==> config.mk <==
export PLATFORM = sky130hd
export DESIGN_NAME = melody_sequencer_flat
export DESIGN_NICKNAME = d
export VERILOG_FILES = /design/src/rtl/melody_pkg.sv /design/src/rtl/melody_sequencer_if.sv /design/src/rtl/melody_sequencer_tone_gen.sv /design/src/rtl/melody_sequencer.sv /design/src/flat_wrapper.sv
export SDC_FILE = /design/constraint.sdc
export NUM_CORES = 1
export LEC_CHECK = 0
export CORE_MARGIN = 4
export CORE_UTILIZATION = 23
export CTS_CLUSTER_DIAMETER = 60
export DETAILED_ROUTE_END_ITERATION = 10
export PLACE_DENSITY_LB_ADDON = 0.25
export RECOVER_POWER = 100
export SLEW_MARGIN = 20
export SYNTH_ARGS = -nofsm -noshare
export SYNTH_HDL_FRONTEND = slang
export SYNTH_SLANG_ARGS = --single-unit
==> constraint.sdc <==
create_clock -name clock -period 4.1 [get_ports clock]
set_input_delay 1.025 -clock clock [delete_from_list [all_inputs] [get_ports clock]]
set_output_delay 1.025 -clock clock [all_outputs]
set_load 0.005 [all_outputs]
==> src/rtl/melody_pkg.sv <==
// Shared definitions for the melody sequencer: field widths, note and state
// encodings, the tone half-period table and the song ROM contents.
package melody_pkg;

  localparam int NOTE_W   = 3;
  localparam int DUR_W    = 4;
  localparam int STEP_W   = 4;
  localparam int HALF_W   = 16;
  localparam int SAMPLE_W = 24;

  typedef enum logic [NOTE_W-1:0] {
    NOTE_REST = 3'd0,
    NOTE_C    = 3'd1,
    NOTE_D    = 3'd2,
    NOTE_E    = 3'd3,
    NOTE_F    = 3'd4,
    NOTE_G    = 3'd5,
    NOTE_A    = 3'd6,
    NOTE_B    = 3'd7
  } note_e;

  typedef enum logic [2:0] {
    ST_IDLE = 3'd0,
    ST_LOAD = 3'd1,
    ST_PLAY = 3'd2,
    ST_GAP  = 3'd3,
    ST_NEXT = 3'd4,
    ST_DONE = 3'd5
  } state_e;

  // One ROM word: note in the upper bits, duration in beat ticks below.
  // A zero duration marks the end of the song.
  typedef struct packed {
    logic [NOTE_W-1:0] note;
    logic [DUR_W-1:0]  dur;
  } rom_entry_t;

  // Half period of each note in 50 MHz clocks; a rest has no tone.
  function automatic logic [HALF_W-1:0] note_half_period(input logic [NOTE_W-1:0] note);
    logic [HALF_W-1:0] half;
    case (note)
      NOTE_C:  half = 16'd47778;
      NOTE_D:  half = 16'd42566;
      NOTE_E:  half = 16'd37922;
      NOTE_F:  half = 16'd35793;
      NOTE_G:  half = 16'd31888;
      NOTE_A:  half = 16'd28409;
      NOTE_B:  half = 16'd25310;
      default: half = 16'd0;
    endcase
    return half;
  endfunction

  // Square-wave level for a note: silent for a rest, otherwise +/- amplitude.
  function automatic logic [SAMPLE_W-1:0] square_level(input logic [NOTE_W-1:0]   note,
                                                       input logic                  phase,
                                                       input logic [SAMPLE_W-1:0] ampl);
    logic [SAMPLE_W-1:0] level;
    if (note == NOTE_REST) level = '0;
    else if (phase)        level = ampl;
    else                   level = -ampl;
    return level;
  endfunction

  function automatic rom_entry_t make_entry(input note_e note, input logic [DUR_W-1:0] dur);
    rom_entry_t entry;
    entry.note = note;
    entry.dur  = dur;
    return entry;
  endfunction

  // Song ROM: sel 0 is the demo tune (runs the full 16 steps), sel 1 is a
  // short tune with an early end marker.
  function automatic rom_entry_t song_rom(input int unsigned sel, input logic [STEP_W-1:0] idx);
    rom_entry_t entry;
    entry = make_entry(NOTE_REST, 4'd0);
    if (sel == 1) begin
      case (idx)
        4'd0:    entry = make_entry(NOTE_C, 4'd2);
        4'd1:    entry = make_entry(NOTE_REST, 4'd1);
        4'd2:    entry = make_entry(NOTE_E, 4'd1);
        default: entry = make_entry(NOTE_REST, 4'd0);
      endcase
    end else begin
      case (idx)
        4'd0:    entry = make_entry(NOTE_E, 4'd2);
        4'd1:    entry = make_entry(NOTE_E, 4'd2);
        4'd2:    entry = make_entry(NOTE_F, 4'd2);
        4'd3:    entry = make_entry(NOTE_G, 4'd2);
        4'd4:    entry = make_entry(NOTE_G, 4'd2);
        4'd5:    entry = make_entry(NOTE_F, 4'd2);
        4'd6:    entry = make_entry(NOTE_E, 4'd2);
        4'd7:    entry = make_entry(NOTE_D, 4'd2);
        4'd8:    entry = make_entry(NOTE_C, 4'd2);
        4'd9:    entry = make_entry(NOTE_C, 4'd2);
        4'd10:   entry = make_entry(NOTE_D, 4'd2);
        4'd11:   entry = make_entry(NOTE_E, 4'd2);
        4'd12:   entry = make_entry(NOTE_E, 4'd3);
        4'd13:   entry = make_entry(NOTE_D, 4'd1);
        4'd14:   entry = make_entry(NOTE_D, 4'd4);
        default: entry = make_entry(NOTE_REST, 4'd2);
      endcase
    end
    return entry;
  endfunction

endpackage

==> src/rtl/melody_sequencer_if.sv <==
// Sample write port between the melody sequencer and the audio codec.
interface melody_sequencer_if;
  import melody_pkg::*;

  logic                write;
  logic                write_ready;
  logic [SAMPLE_W-1:0] sample_left;
  logic [SAMPLE_W-1:0] sample_right;

  modport master (output write, output sample_left, output sample_right, input write_ready);
  modport slave  (input write, input sample_left, input sample_right, output write_ready);

endinterface

==> src/rtl/melody_sequencer_tone_gen.sv <==
// Square-wave phase generator: toggles the phase every half_period clocks.
module tone_gen
  import melody_pkg::*;
(
  input  logic              clock,
  input  logic              reset,
  input  logic              clr,
  input  logic [HALF_W-1:0] half_period,
  output logic              phase
);

  logic [HALF_W-1:0] cnt_q, cnt_d;
  logic              phase_q, phase_d;

  // Restart on clr, stay still on a zero period, toggle phase at terminal count
  always_comb begin
    cnt_d   = cnt_q;
    phase_d = phase_q;
    if (clr) begin
      cnt_d   = '0;
      phase_d = 1'b0;
    end else if (half_period == '0) begin
      cnt_d = '0;
    end else if (cnt_q >= half_period - 1'b1) begin
      cnt_d   = '0;
      phase_d = ~phase_q;
    end else begin
      cnt_d = cnt_q + 1'b1;
    end
  end

  // Tone counter and phase registers, cleared by the synchronous reset
  always_ff @(posedge clock) begin
    if (!reset) begin
      cnt_q   <= '0;
      phase_q <= 1'b0;
    end else begin
      cnt_q   <= cnt_d;
      phase_q <= phase_d;
    end
  end

  assign phase = phase_q;

endmodule

==> src/rtl/melody_sequencer.sv <==
// Melody sequencer: walks the song ROM, times each note in beat ticks and
// streams square-wave samples to the codec through a write/write_ready port.
module melody_sequencer
  import melody_pkg::*;
#(
  parameter int unsigned         BEAT_DIV       = 6_250_000,
  parameter int unsigned         GAP_TICKS      = 1,
  parameter int unsigned         SONG_LEN       = 16,
  parameter int unsigned         SONG_SEL       = 0,
  parameter int unsigned         TONE_DIV_SHIFT = 0,
  parameter logic [SAMPLE_W-1:0] AMPL           = 24'h200000
) (
  input  logic               clock,
  input  logic               reset,
  input  logic               start,
  input  logic               stop,
  input  logic               loop_en,
  melody_sequencer_if.master codec,
  output logic [NOTE_W-1:0]  note_id,
  output logic [STEP_W-1:0]  step_idx,
  output logic               busy,
  output logic               done
);

  localparam int PRESC_W = $clog2(BEAT_DIV);
  localparam int CNT_W   = (GAP_TICKS > 15) ? $clog2(GAP_TICKS + 1) : DUR_W;

  localparam logic [PRESC_W-1:0] PRESC_LAST = PRESC_W'(BEAT_DIV - 1);
  localparam logic [CNT_W-1:0]   GAP_LAST   = (GAP_TICKS > 0) ? CNT_W'(GAP_TICKS - 1) : '0;
  localparam logic [STEP_W-1:0]  STEP_LAST  = STEP_W'(SONG_LEN - 1);

  state_e              state_q,   state_d;
  logic [STEP_W-1:0]   step_q,    step_d;
  logic [NOTE_W-1:0]   note_q,    note_d;
  logic [DUR_W-1:0]    dur_q,     dur_d;
  logic [CNT_W-1:0]    dur_cnt_q, dur_cnt_d;
  logic [PRESC_W-1:0]  presc_q,   presc_d;
  logic                write_q,   write_d;
  logic [SAMPLE_W-1:0] sample_q,  sample_d;
  logic                busy_q,    busy_d;
  logic                done_q,    done_d;

  rom_entry_t          entry;
  logic                timing;
  logic                beat_tick;
  logic                tone_clr;
  logic                tone_phase;
  logic [HALF_W-1:0]   tone_half;

  assign entry     = song_rom(SONG_SEL, step_q);
  assign timing    = (state_q == ST_PLAY) || (state_q == ST_GAP);
  assign beat_tick = timing && (presc_q == PRESC_LAST);
  assign tone_clr  = (state_q != ST_PLAY);
  assign tone_half = note_half_period(note_q) >> TONE_DIV_SHIFT;

  tone_gen u_tone_gen (
    .clock       (clock),
    .reset       (reset),
    .clr         (tone_clr),
    .half_period (tone_half),
    .phase       (tone_phase)
  );

  // Next-state logic for the sequencer, its counters and its registered outputs
  always_comb begin
    state_d   = state_q;
    step_d    = step_q;
    note_d    = note_q;
    dur_d     = dur_q;
    dur_cnt_d = dur_cnt_q;
    presc_d   = '0;
    sample_d  = sample_q;

    if (timing) begin
      presc_d = beat_tick ? '0 : presc_q + 1'b1;
    end

    if (write_q && codec.write_ready) begin
      sample_d = square_level(note_q, tone_phase, AMPL);
    end

    case (state_q)
      ST_IDLE: begin
        if (start) state_d = ST_LOAD;
      end
      ST_LOAD: begin
        note_d    = entry.note;
        dur_d     = entry.dur;
        dur_cnt_d = '0;
        if (entry.dur == '0) begin
          state_d = ST_DONE;
        end else begin
          state_d  = ST_PLAY;
          sample_d = square_level(entry.note, 1'b0, AMPL);
        end
      end
      ST_PLAY: begin
        if (beat_tick) begin
          if (dur_cnt_q == CNT_W'(dur_q - 1'b1)) begin
            dur_cnt_d = '0;
            if (GAP_TICKS > 0) begin
              state_d = ST_GAP;
              note_d  = NOTE_REST;
            end else begin
              state_d = ST_NEXT;
            end
          end else begin
            dur_cnt_d = dur_cnt_q + 1'b1;
          end
        end
      end
      ST_GAP: begin
        if (beat_tick) begin
          if (dur_cnt_q == GAP_LAST) begin
            dur_cnt_d = '0;
            state_d   = ST_NEXT;
          end else begin
            dur_cnt_d = dur_cnt_q + 1'b1;
          end
        end
      end
      ST_NEXT: begin
        if (step_q == STEP_LAST) begin
          state_d = ST_DONE;
        end else begin
          step_d  = step_q + 1'b1;
          state_d = ST_LOAD;
        end
      end
      ST_DONE: begin
        step_d  = '0;
        state_d = loop_en ? ST_LOAD : ST_IDLE;
      end
      default: begin
        state_d = ST_IDLE;
      end
    endcase

    if (stop) begin
      state_d   = ST_IDLE;
      step_d    = '0;
      dur_cnt_d = '0;
      presc_d   = '0;
    end

    if ((state_d == ST_IDLE) || (state_d == ST_DONE)) begin
      note_d = NOTE_REST;
    end

    write_d = (state_d == ST_PLAY) || (state_d == ST_GAP);
    busy_d  = (state_d != ST_IDLE);
    done_d  = (state_d == ST_DONE);

    if (!write_d) begin
      sample_d = '0;
    end
  end

  // Sequencer registers, cleared by the synchronous active-low reset
  always_ff @(posedge clock) begin
    if (!reset) begin
      state_q   <= ST_IDLE;
      step_q    <= '0;
      note_q    <= '0;
      dur_q     <= '0;
      dur_cnt_q <= '0;
      presc_q   <= '0;
      write_q   <= 1'b0;
      sample_q  <= '0;
      busy_q    <= 1'b0;
      done_q    <= 1'b0;
    end else begin
      state_q   <= state_d;
      step_q    <= step_d;
      note_q    <= note_d;
      dur_q     <= dur_d;
      dur_cnt_q <= dur_cnt_d;
      presc_q   <= presc_d;
      write_q   <= write_d;
      sample_q  <= sample_d;
      busy_q    <= busy_d;
      done_q    <= done_d;
    end
  end

  assign codec.write        = write_q;
  assign codec.sample_left  = sample_q;
  assign codec.sample_right = sample_q;
  assign note_id            = note_q;
  assign step_idx           = step_q;
  assign busy               = busy_q;
  assign done               = done_q;

endmodule

==> src/flat_wrapper.sv <==
// flat-port wrapper written by rule: the top's interface ports become plain ports
module melody_sequencer_flat import melody_pkg::*;
#(
  parameter int unsigned         BEAT_DIV       = 6_250_000,
  parameter int unsigned         GAP_TICKS      = 1,
  parameter int unsigned         SONG_LEN       = 16,
  parameter int unsigned         SONG_SEL       = 0,
  parameter int unsigned         TONE_DIV_SHIFT = 0,
  parameter logic [SAMPLE_W-1:0] AMPL           = 24'h200000
)
  (clock, reset, start, stop, loop_en, note_id, step_idx, busy, done, codec_write, codec_sample_left, codec_sample_right, codec_write_ready);
  melody_sequencer_if codec_i ();
  input  logic clock;
  input  logic reset;
  input  logic start;
  input  logic stop;
  input  logic loop_en;
  output logic [NOTE_W-1:0] note_id;
  output logic [STEP_W-1:0] step_idx;
  output logic busy;
  output logic done;
  output wire logic [$bits(codec_i.write)-1:0] codec_write;
  output wire logic [$bits(codec_i.sample_left)-1:0] codec_sample_left;
  output wire logic [$bits(codec_i.sample_right)-1:0] codec_sample_right;
  input wire logic [$bits(codec_i.write_ready)-1:0] codec_write_ready;
  assign codec_write = codec_i.write;
  assign codec_sample_left = codec_i.sample_left;
  assign codec_sample_right = codec_i.sample_right;
  assign codec_i.write_ready = codec_write_ready;
  melody_sequencer #(.BEAT_DIV(BEAT_DIV), .GAP_TICKS(GAP_TICKS), .SONG_LEN(SONG_LEN), .SONG_SEL(SONG_SEL), .TONE_DIV_SHIFT(TONE_DIV_SHIFT), .AMPL(AMPL)) u_core (.clock(clock), .reset(reset), .start(start), .stop(stop), .loop_en(loop_en), .codec(codec_i), .note_id(note_id), .step_idx(step_idx), .busy(busy), .done(done));
endmodule
==> results_dict.tcl, run 1 <==
set metrics [dict create \
    yosysWarnings 0 \
    wire_per_inst_um 12.4 \
    post-route-period-util_pct 87.2 \
    post_cts_buffers 0 \
    ioPinCount 64 \
    ir_worst_vdd_mv 0.158 \
    synthArstFlopShare_pct 0 \
    cts_inserted_buffers 9 \
    endpoint_kind "flop" \
    final_cells 822 \
    synthFlopType "dfxtp_1" \
    clkTransAtPathRegs_ns 0.07 \
    power_density_mw_per_mm2 324 \
    slew_viol_final 0 \
    final_antenna_net_count 0 \
    hold_buffers 0 \
    drt-total-wl_um 10200 \
    io_buffers 63 \
    hold_path_class "reg -> reg" \
    overflow 0 \
    finalHoldViolCount 0 \
    outcome "finished, final reports clean" \
    rsz0062_at_grt "no" \
    p_leak_uw 0.00223 \
    route.layer.met1.wl_um 5060 \
    synth_nets 552 \
    final_cell_area_mm2 0.00548 \
    placed_area_mm2 0.00519 \
    syn_inst 519 \
    power_uw 1770 \
    first_global_vias 3334 \
    cts-root-buf "clkbuf_16" \
    h-tree-depth 3 \
    wl_met2_um 4560 \
    num_vias 3560 \
    holdCritStartpoint "u_core.presc_q[0]" \
    cp_common_cell "nor2_1" \
    final_util_pct 29.0 \
    final_cell_mix "90 x dfxtp_1, 74 x nor2_1, 59 x dlygate4sd3_1, 42 x nand2_1, 27 x ha_1" \
    r2r-start "u_core.note_id[1]" \
    fmax_ghz 0.280 \
    antenna_found_initial 0 \
    cts.repair.resized 0 \
    layout_commonest_cell "dfxtp_1" \
    syn-cell-area_mm2 0.00446 \
    cp-start-kind "flop" \
    topRoutingLayerUsed "met4" \
    drv_cap 0 \
    crit_required_ns 4.38 \
    dp_hpwl_um 7880 \
    cts_tree "done" \
    crit_start "u_core.note_id[1]" \
    die_w_um 147 \
    initial_core_util_pct 23.6 \
    first_pass_iters 4 \
    max_stage_delay_ns 0.50 \
    synth_edf_count 0 \
    drive_above_1_share_pct 3.91 \
    crit_chain "inv_1 > nor2_1 > a21oi_1 > ha_1 > nor2b_1 > nor3_1 > a21oi_1 > nor2_1 > ha_1 > and3_1 > a221o_1 > a21o_1 > a211oi_1 > o21ai_0 > clkbuf_2 > nor2_1" \
    diodes 0 \
    grt_pass1_wl_um 17300 \
    die_h_um 147 \
    grt_max_degree 23 \
    finClkSkew_ns 0.0102 \
    place_inst 806 \
    setup_viol 0 \
    fin_nets 590 \
    drcViolationCount 0 \
    vias_per_cell 4.33 \
    slew_headroom_pct 43.4 \
    globalplace.congestion 0.766 \
    wl_met3_um 392 \
    ys_seq_elements 90 \
    synth_cell_types 52 \
    cts_buffer_depth 2 \
    avgSynthCellArea_um2 8.59 \
    drtIter0Drc 185 \
    fin_tns_setup_ns 0 \
    tightest_slew_ns 0.843 \
    period_needed_ns 3.57 \
    arrival_ns 3.85 \
    cts_sinks 90 \
    crit_slowest_cell "dfxtp_1" \
    dieArea_mm2 0.0217 \
    syn2layout_area_growth_pct 23.0 \
    path_class "reg -> reg" \
    grt_usage_pct 9.68 \
    ys_seq_area_share_pct 40.4 \
    clk_latency_ns 0.35 \
    coreArea_mm2 0.0189 \
    path_max_fanout 16 \
    rows 50 \
]
==> power by group <==
group / leakage [µW] / switching (µW) / internal (µW)
registers: 0.000725 / 4.44 / 876
logic: 0.00135 / 23.8 / 18.7
clock network: 0.000152 / 372 / 479
==> cell usage after synthesis, types with 2 or more instances <==
cell,instances,area share [%]
a311oi_1,2,0.39
a21o_1,5,0.84
nor3b_1,2,0.34
ha_1,27,7.6
a2bb2oi_1,2,0.39
nand4_1,9,1.3
clkbuf_1,10,0.84
or4b_1,2,0.45
a2111oi_0,2,0.39
o21bai_1,2,0.34
a21oi_1,18,2.0
or3_1,2,0.28
o211a_1,2,0.45
nor2b_1,5,0.70
o31ai_1,2,0.34
or2_2,3,0.42
a211oi_1,3,0.51
o21ai_0,8,0.90
a221o_1,2,0.45
xnor2_1,23,4.5
a21boi_0,6,1.0
nand2_1,42,3.5
buf_1,2,0.17
dfxtp_1,90,40
or4b_2,2,0.45
nor3_1,14,1.6
and4_1,2,0.39
or4_1,2,0.34
inv_1,22,1.9
nor2_1,74,6.2
o211ai_1,3,0.51
and3_1,10,1.4
nand2b_1,7,0.98
nor4_1,6,0.84
and2_1,24,3.4
xor2_1,22,4.3
buf_4,24,4.0
nand3_1,22,2.5
==> metal layers <==
metal / vias up / global-route usage, %
li1: 1824 / -
met1: 1666 / 13.6
met2: 54 / 14.7
met3: 16 / 2.04
met4: 0 / 3.49
met5: - / 0
==> sequential cells by signal, indices dropped and copies added (netlist names), 3 cells and up <==
| name | count |
|---|---|
| u_core.state_q | 3 |
| u_core.dur_cnt_q | 4 |
| u_core.codec.sample_left | 24 |
| u_core.note_id | 3 |
| u_core.presc_q | 23 |
| u_core.u_tone_gen.cnt_q | 16 |
| u_core.dur_q | 3 |
| u_core.entry | 6 |
| u_core.step_idx | 4 |
==> layout make-up <==
cell class	instances	area (µm²)
clock inverters	7	77.6
multi-input cells	370	2330
fillers	2006	13400
inverters	22	82.6
well taps	260	325
clock buffers	9	225
repair buffers	64	636
flip-flops and latches	90	1800
==> final timing paths <==
check | end | slack [ns] | depth (start not counted)
min | u_core.presc_q[0] | 0.47 | 1
max | u_core.u_tone_gen.cnt_q[8] | 0.53 | 16
min reg2reg | u_core.presc_q[0] | 0.47 | 1
max reg2reg | u_core.u_tone_gen.cnt_q[8] | 0.53 | 16
==> cells by family after synthesis <==
logic type | after synthesis | share of synthesized area [%]
AND/OR/NAND/NOR | 233 | 26.2
flip-flops | 90 | 40.4
AO/OA/AOI/OAI | 64 | 9.71
buffers and inverters | 59 | 7.01
XOR/XNOR | 45 | 8.84
adder cells (fa/ha/maj) | 27 | 7.58
multiplexers | 1 | 0.224
==> worst max-delay path, delay by kind of cell (launching register included) <==
kind,cells,cell delay [ns]
buf+inv,2,0.40
simple gates,6,1.11
flops,1,0.50
fa+ha+maj,2,0.53
compound gates,6,0.95
==> through the flow <==
stage | setup WS (ns) | hold slack, ns
5_1_grt | 0.171 | 0.495
3_3_place_gp | 0.710 | 0.439
3_5_place_dp | 0.603 | 0.451
4_1_cts | 0.605 | 0.469
6_report | 0.526 | 0.465
2_1_floorplan | 0.751 | 0.426
Note: power is estimated with default switching activity, not from simulation.
==> inputs of run 2 (changes only) <==
Settings changed: CTS_BUF_LIST set to sky130_fd_sc_hd__clkbuf_4 sky130_fd_sc_hd__clkbuf_8.
==> run 2 against run 1 <==
  * Count of clock-buffer cells in the layout unchanged
  * Routed wire length up 0.18%
  * Clock power down 25%
  * Die area unchanged
  * Power down 12%
  * Worst setup slack better by 0.0010 ns
  * Largest cell class unchanged
  * Largest power group unchanged
==> results_dict.tcl, run 2 (same netlist as run 1, synthesis figures left out) <==
set metrics [dict create \
    power.switching_uw 382 \
    period_needed_ns 3.57 \
    endpoint_kind "flop" \
    dp_hpwl_um 7880 \
    cts.repair.resized 0 \
    grt_usage_pct 9.65 \
    comb_power_share_pct 2.7 \
    io_buffers 63 \
    cts_buffer_depth 2 \
    dieArea_mm2 0.0217 \
    intPower_uw 1180 \
    cts_tree "done" \
    largest_reg_flops 24 \
    setup_ws_ns 0.527 \
    hold_path_class "reg -> reg" \
    cts_inserted_buffers 9 \
    worst_r2r_path_depth 16 \
    placed_area_mm2 0.00519 \
    fin_tns_setup_ns 0 \
    h-tree-depth 3 \
    tightest_slew_ns 0.821 \
    path_max_fanout 16 \
    drive_above_1_share_pct 3.91 \
    rsz0062_at_grt "no" \
    clkTransAtPathRegs_ns 0.10 \
    drcViolationCount 0 \
    r2r-start "u_core.note_id[1]" \
    hold_depth 1 \
    cts-root-buf "clkbuf_8" \
    finalHoldViolCount 0 \
    die_h_um 147 \
    final_antenna_net_count 0 \
    vias_per_cell 4.29 \
    num_vias 3529 \
    setup_viol 0 \
    clk_latency_ns 0.38 \
    post-route-period-util_pct 87.1 \
    layout_commonest_cell "dfxtp_1" \
    finClkSkew_ns 0.0130 \
    r2r_end "u_core.u_tone_gen.cnt_q[8]" \
    cts_sinks 90 \
    wire_per_inst_um 12.4 \
    p_leak_uw 0.00219 \
    first_pass_iters 4 \
    die_w_um 147 \
    arrival_ns 3.89 \
    ioPinCount 64 \
    p_seq_share_pct 56.3 \
    coreArea_mm2 0.0189 \
    final_util_pct 28.5 \
    rows 50 \
    post_cts_buffers 0 \
    rrSetupSlack_ns 0.53 \
    drt-total-wl_um 10200 \
    grt_max_degree 23 \
    power_density_mw_per_mm2 291 \
    swShare_pct 24.4 \
    n_fill_cell 2023 \
    initial_core_util_pct 23.6 \
    crit_required_ns 4.41 \
    fmax_ghz 0.280 \
    diodes 0 \
    hold_buffers 0 \
    first_global_vias 3318 \
    antenna_found_initial 0 \
    globalplace.congestion 0.766 \
    fin_nets 590 \
    final_cell_mix "90 x dfxtp_1, 74 x nor2_1, 59 x dlygate4sd3_1, 42 x nand2_1, 27 x ha_1" \
    slew_headroom_pct 44.8 \
    ir_worst_vdd_mv 0.121 \
    holdCritStartpoint "u_core.presc_q[0]" \
    drtIter0Drc 187 \
    outcome "finished, final reports clean" \
    overflow 0 \
    hold_end "u_core.presc_q[0]" \
    slew_viol_final 0 \
    drv_cap 0 \
    clockPowerShare_pct 41.0 \
    cp-start-kind "flop" \
    path_class "reg -> reg" \
    grt_pass1_wl_um 17200 \
    syn2layout_area_growth_pct 20.7 \
    final_cell_area_mm2 0.00538 \
    place_ws_ns 0.603 \
]
[run 2: cell counts in the layout (fill, tap and decap cells not counted)]
Identical to the previous run, type by type.
[run 2: critical path, stage by stage (launching register included)]
cell      delay (ns)
dfxtp_1         0.50
inv_1           0.16
nor2_1          0.29
a21oi_1         0.10
ha_1            0.28
nor2b_1         0.17
nor3_1          0.17
a21oi_1         0.06
nor2_1          0.13
ha_1            0.25
and3_1          0.19
a221o_1         0.37
a21o_1          0.18
a211oi_1        0.14
o21ai_0         0.09
clkbuf_2        0.24
nor2_1          0.15
[run 2: cell type report]
class | instances | area, µm² | share of cell area [%]
flip-flops and latches | 90 | 1800 | 33.5
inverters | 22 | 82.6 | 1.53
repair buffers | 64 | 636 | 11.8
multi-input cells | 370 | 2330 | 43.4
clock inverters | 7 | 77.6 | 1.44
well taps | 260 | 325 | 6.05
clock buffers | 9 | 124 | 2.30
[run 2: worst max-delay path by stage]
stage | startpoint | to | slack [ns] | cells past startpoint
floorplan | u_core.note_id[2] | u_core.u_tone_gen.cnt_q[10] | 0.75 | 16
global placement | u_core.note_id[1] | u_core.u_tone_gen.phase | 0.71 | 15
detailed placement | u_core.note_id[1] | u_core.u_tone_gen.phase | 0.60 | 15
CTS | u_core.note_id[1] | u_core.u_tone_gen.phase | 0.60 | 15
global route | u_core.note_id[1] | u_core.u_tone_gen.cnt_q[8] | 0.16 | 16
finish | u_core.note_id[1] | u_core.u_tone_gen.cnt_q[8] | 0.53 | 16
[run 2: per-stage QoR]
step,cells,hold slack [ns],power [µW]
floorplan,519,0.426,927
global placement,806,0.439,944
detailed placement,806,0.451,944
CTS,822,0.477,1590
global route,822,0.501,1620
finish,822,0.472,1560
[run 2: power groups by stage]
stage	Clock [µW]	Sequential (µW)	Combinational [µW]
5_1_grt	695	881	48.1
6_report	642	880	42.5
3_3_place_gp	0	901	43.0
3_5_place_dp	0	901	43.0
4_1_cts	666	880	43.3
2_1_floorplan	0	898	29.1
[run 2: routing by layer]
layer / up-vias / GRT usage (%) / part of all wire, %
li1: 1822 / - / -
met1: 1641 / 13.6 / 49
met2: 54 / 14.5 / 45
met3: 12 / 2.50 / 4.3
met4: 0 / 2.80 / 1.3
met5: - / 0 / 0
==> inputs of run 3 (changes only) <==
Settings changed: ABC_CLOCK_PERIOD_IN_PS set to 4100, CORE_UTILIZATION 23 to 50.
==> run 3 against run 2 <==
  * Sequential cell count unchanged
  * Design area shrank 3.6%
  * Via count fell by 0.68%
  * Critical endpoint is now u_core.u_tone_gen.cnt_q[5]
  * Critical path depth is the same
  * Sequential power barely moved
  * Final cell count shrank 18%
  * Combinational power fell by 4%
  * Clock power shrank 6.4%
  * Power fell by 2.8%
  * Critical path type unchanged
==> results_dict.tcl, run 3 (same netlist as run 1, synthesis figures left out) <==
set metrics [dict create \
    cts_tree "done" \
    post_cts_buffers 0 \
    antenna_found_initial 0 \
    coreArea_mm2 0.00872 \
    fin_tns_setup_ns 0 \
    overflow 0 \
    largest_reg_flops 24 \
    hold_path_class "reg -> reg" \
    outcome "finished, final reports clean" \
    cts_buffer_depth 2 \
    num_vias 3505 \
    ioPinCount 64 \
    slew_headroom_pct 47.0 \
    hold_buffers 0 \
    r2r_end "u_core.u_tone_gen.cnt_q[5]" \
    dp_hpwl_um 6880 \
    wire_per_inst_um 13.5 \
    diodes 0 \
    fin_nets 590 \
    final_antenna_net_count 0 \
    drtIter0Drc 144 \
    crit_required_ns 4.38 \
    hold_depth 1 \
    syn2layout_area_growth_pct 16.4 \
    rows 34 \
    arrival_ns 3.86 \
    placed_area_mm2 0.00500 \
    post-route-period-util_pct 87.3 \
    final_cell_area_mm2 0.00519 \
    setup_viol 0 \
    drt-total-wl_um 9070 \
    final_cell_mix "90 x dfxtp_1, 74 x nor2_1, 59 x dlygate4sd3_1, 42 x nand2_1, 27 x ha_1" \
    p_leak_uw 0.00217 \
    die_w_um 102 \
    h-tree-depth 3 \
    fmax_ghz 0.280 \
    power_density_mw_per_mm2 293 \
    drcViolationCount 0 \
    rsz0062_at_grt "no" \
    initial_core_util_pct 51.1 \
    path_max_fanout 16 \
    rrSetupSlack_ns 0.52 \
    r2r-start "u_core.note_id[1]" \
    clk_latency_ns 0.35 \
    vias_per_cell 5.23 \
    first_pass_iters 4 \
    cts-root-buf "clkbuf_8" \
    hold_end "u_core.presc_q[0]" \
    period_needed_ns 3.58 \
    finClkSkew_ns 0.0123 \
    cts_inserted_buffers 9 \
    drive_above_1_share_pct 3.91 \
    ir_worst_vdd_mv 0.222 \
    io_buffers 63 \
    cts.repair.resized 0 \
    globalplace.congestion 0.895 \
    tightest_slew_ns 0.789 \
    grt_usage_pct 17.7 \
    clkTransAtPathRegs_ns 0.09 \
    grt_max_degree 23 \
    worst_r2r_path_depth 16 \
    dieArea_mm2 0.0105 \
    drv_cap 0 \
    cp-start-kind "flop" \
    path_class "reg -> reg" \
    layout_commonest_cell "dfxtp_1" \
    cts_sinks 90 \
    endpoint_kind "flop" \
    holdCritStartpoint "u_core.presc_q[0]" \
    slew_viol_final 0 \
    finalHoldViolCount 0 \
    die_h_um 102 \
    first_global_vias 3236 \
    grt_pass1_wl_um 14900 \
]
-- run 3: final cells by class --
cell class	instances	area [µm²]
inverters	22	82.6
multi-input cells	370	2330
clock inverters	6	67.6
repair buffers	64	636
clock buffers	10	131
flip-flops and latches	90	1800
well taps	108	135
fillers	783	3530
-- run 3: metal layers --
metal	part of all wire [%]	track usage, %	vias up
li1	-	-	1817
met1	45	22.6	1608
met2	49	29.0	66
met3	3.7	4.85	14
met4	1.7	5.65	0
met5	0	0	-
-- run 3: worst max-delay path by stage --
stage,from,endpoint,cells after the start
CTS,u_core.note_id[1],u_core.u_tone_gen.phase,15
detailed placement,u_core.note_id[1],u_core.u_tone_gen.phase,15
floorplan,u_core.note_id[2],u_core.u_tone_gen.cnt_q[10],16
global route,u_core.note_id[1],u_core.u_tone_gen.cnt_q[5],16
finish,u_core.note_id[1],u_core.u_tone_gen.cnt_q[5],16
global placement,u_core.note_id[1],u_core.u_tone_gen.phase,15
-- run 3: power breakdown --
| part | switching, µW | internal [µW] |
|---|---|---|
| Clock | 311 | 290 |
| Sequential | 4.19 | 876 |
| Combinational | 22.1 | 18.5 |
-- run 3: critical path: stages (launching register included) --
cell and delay, ns:
dfxtp_1 0.49, inv_1 0.16, nor2_1 0.31, a21oi_1 0.12, ha_1 0.28, nor2b_1 0.17
nor3_1 0.17, a21oi_1 0.06, nor2_1 0.11, ha_1 0.25, and3_1 0.20, a221o_1 0.38
a21o_1 0.19, a211oi_1 0.18, o21ai_1 0.08, clkbuf_2 0.24, nor2_1 0.15
-- run 3: through the flow --
stage                     util [%]  worst slack, ns  power [µW]  instances  hold WS (ns)
final                         59.5            0.522        1520        670         0.469
after global routing          59.5            0.193        1590        670         0.503
after CTS                     59.6            0.568        1540        670         0.471
after detailed placement      57.4            0.597         942        654         0.448
after global placement        57.4            0.762         941        654         0.439
after floorplan                  -            0.751         927        519         0.426
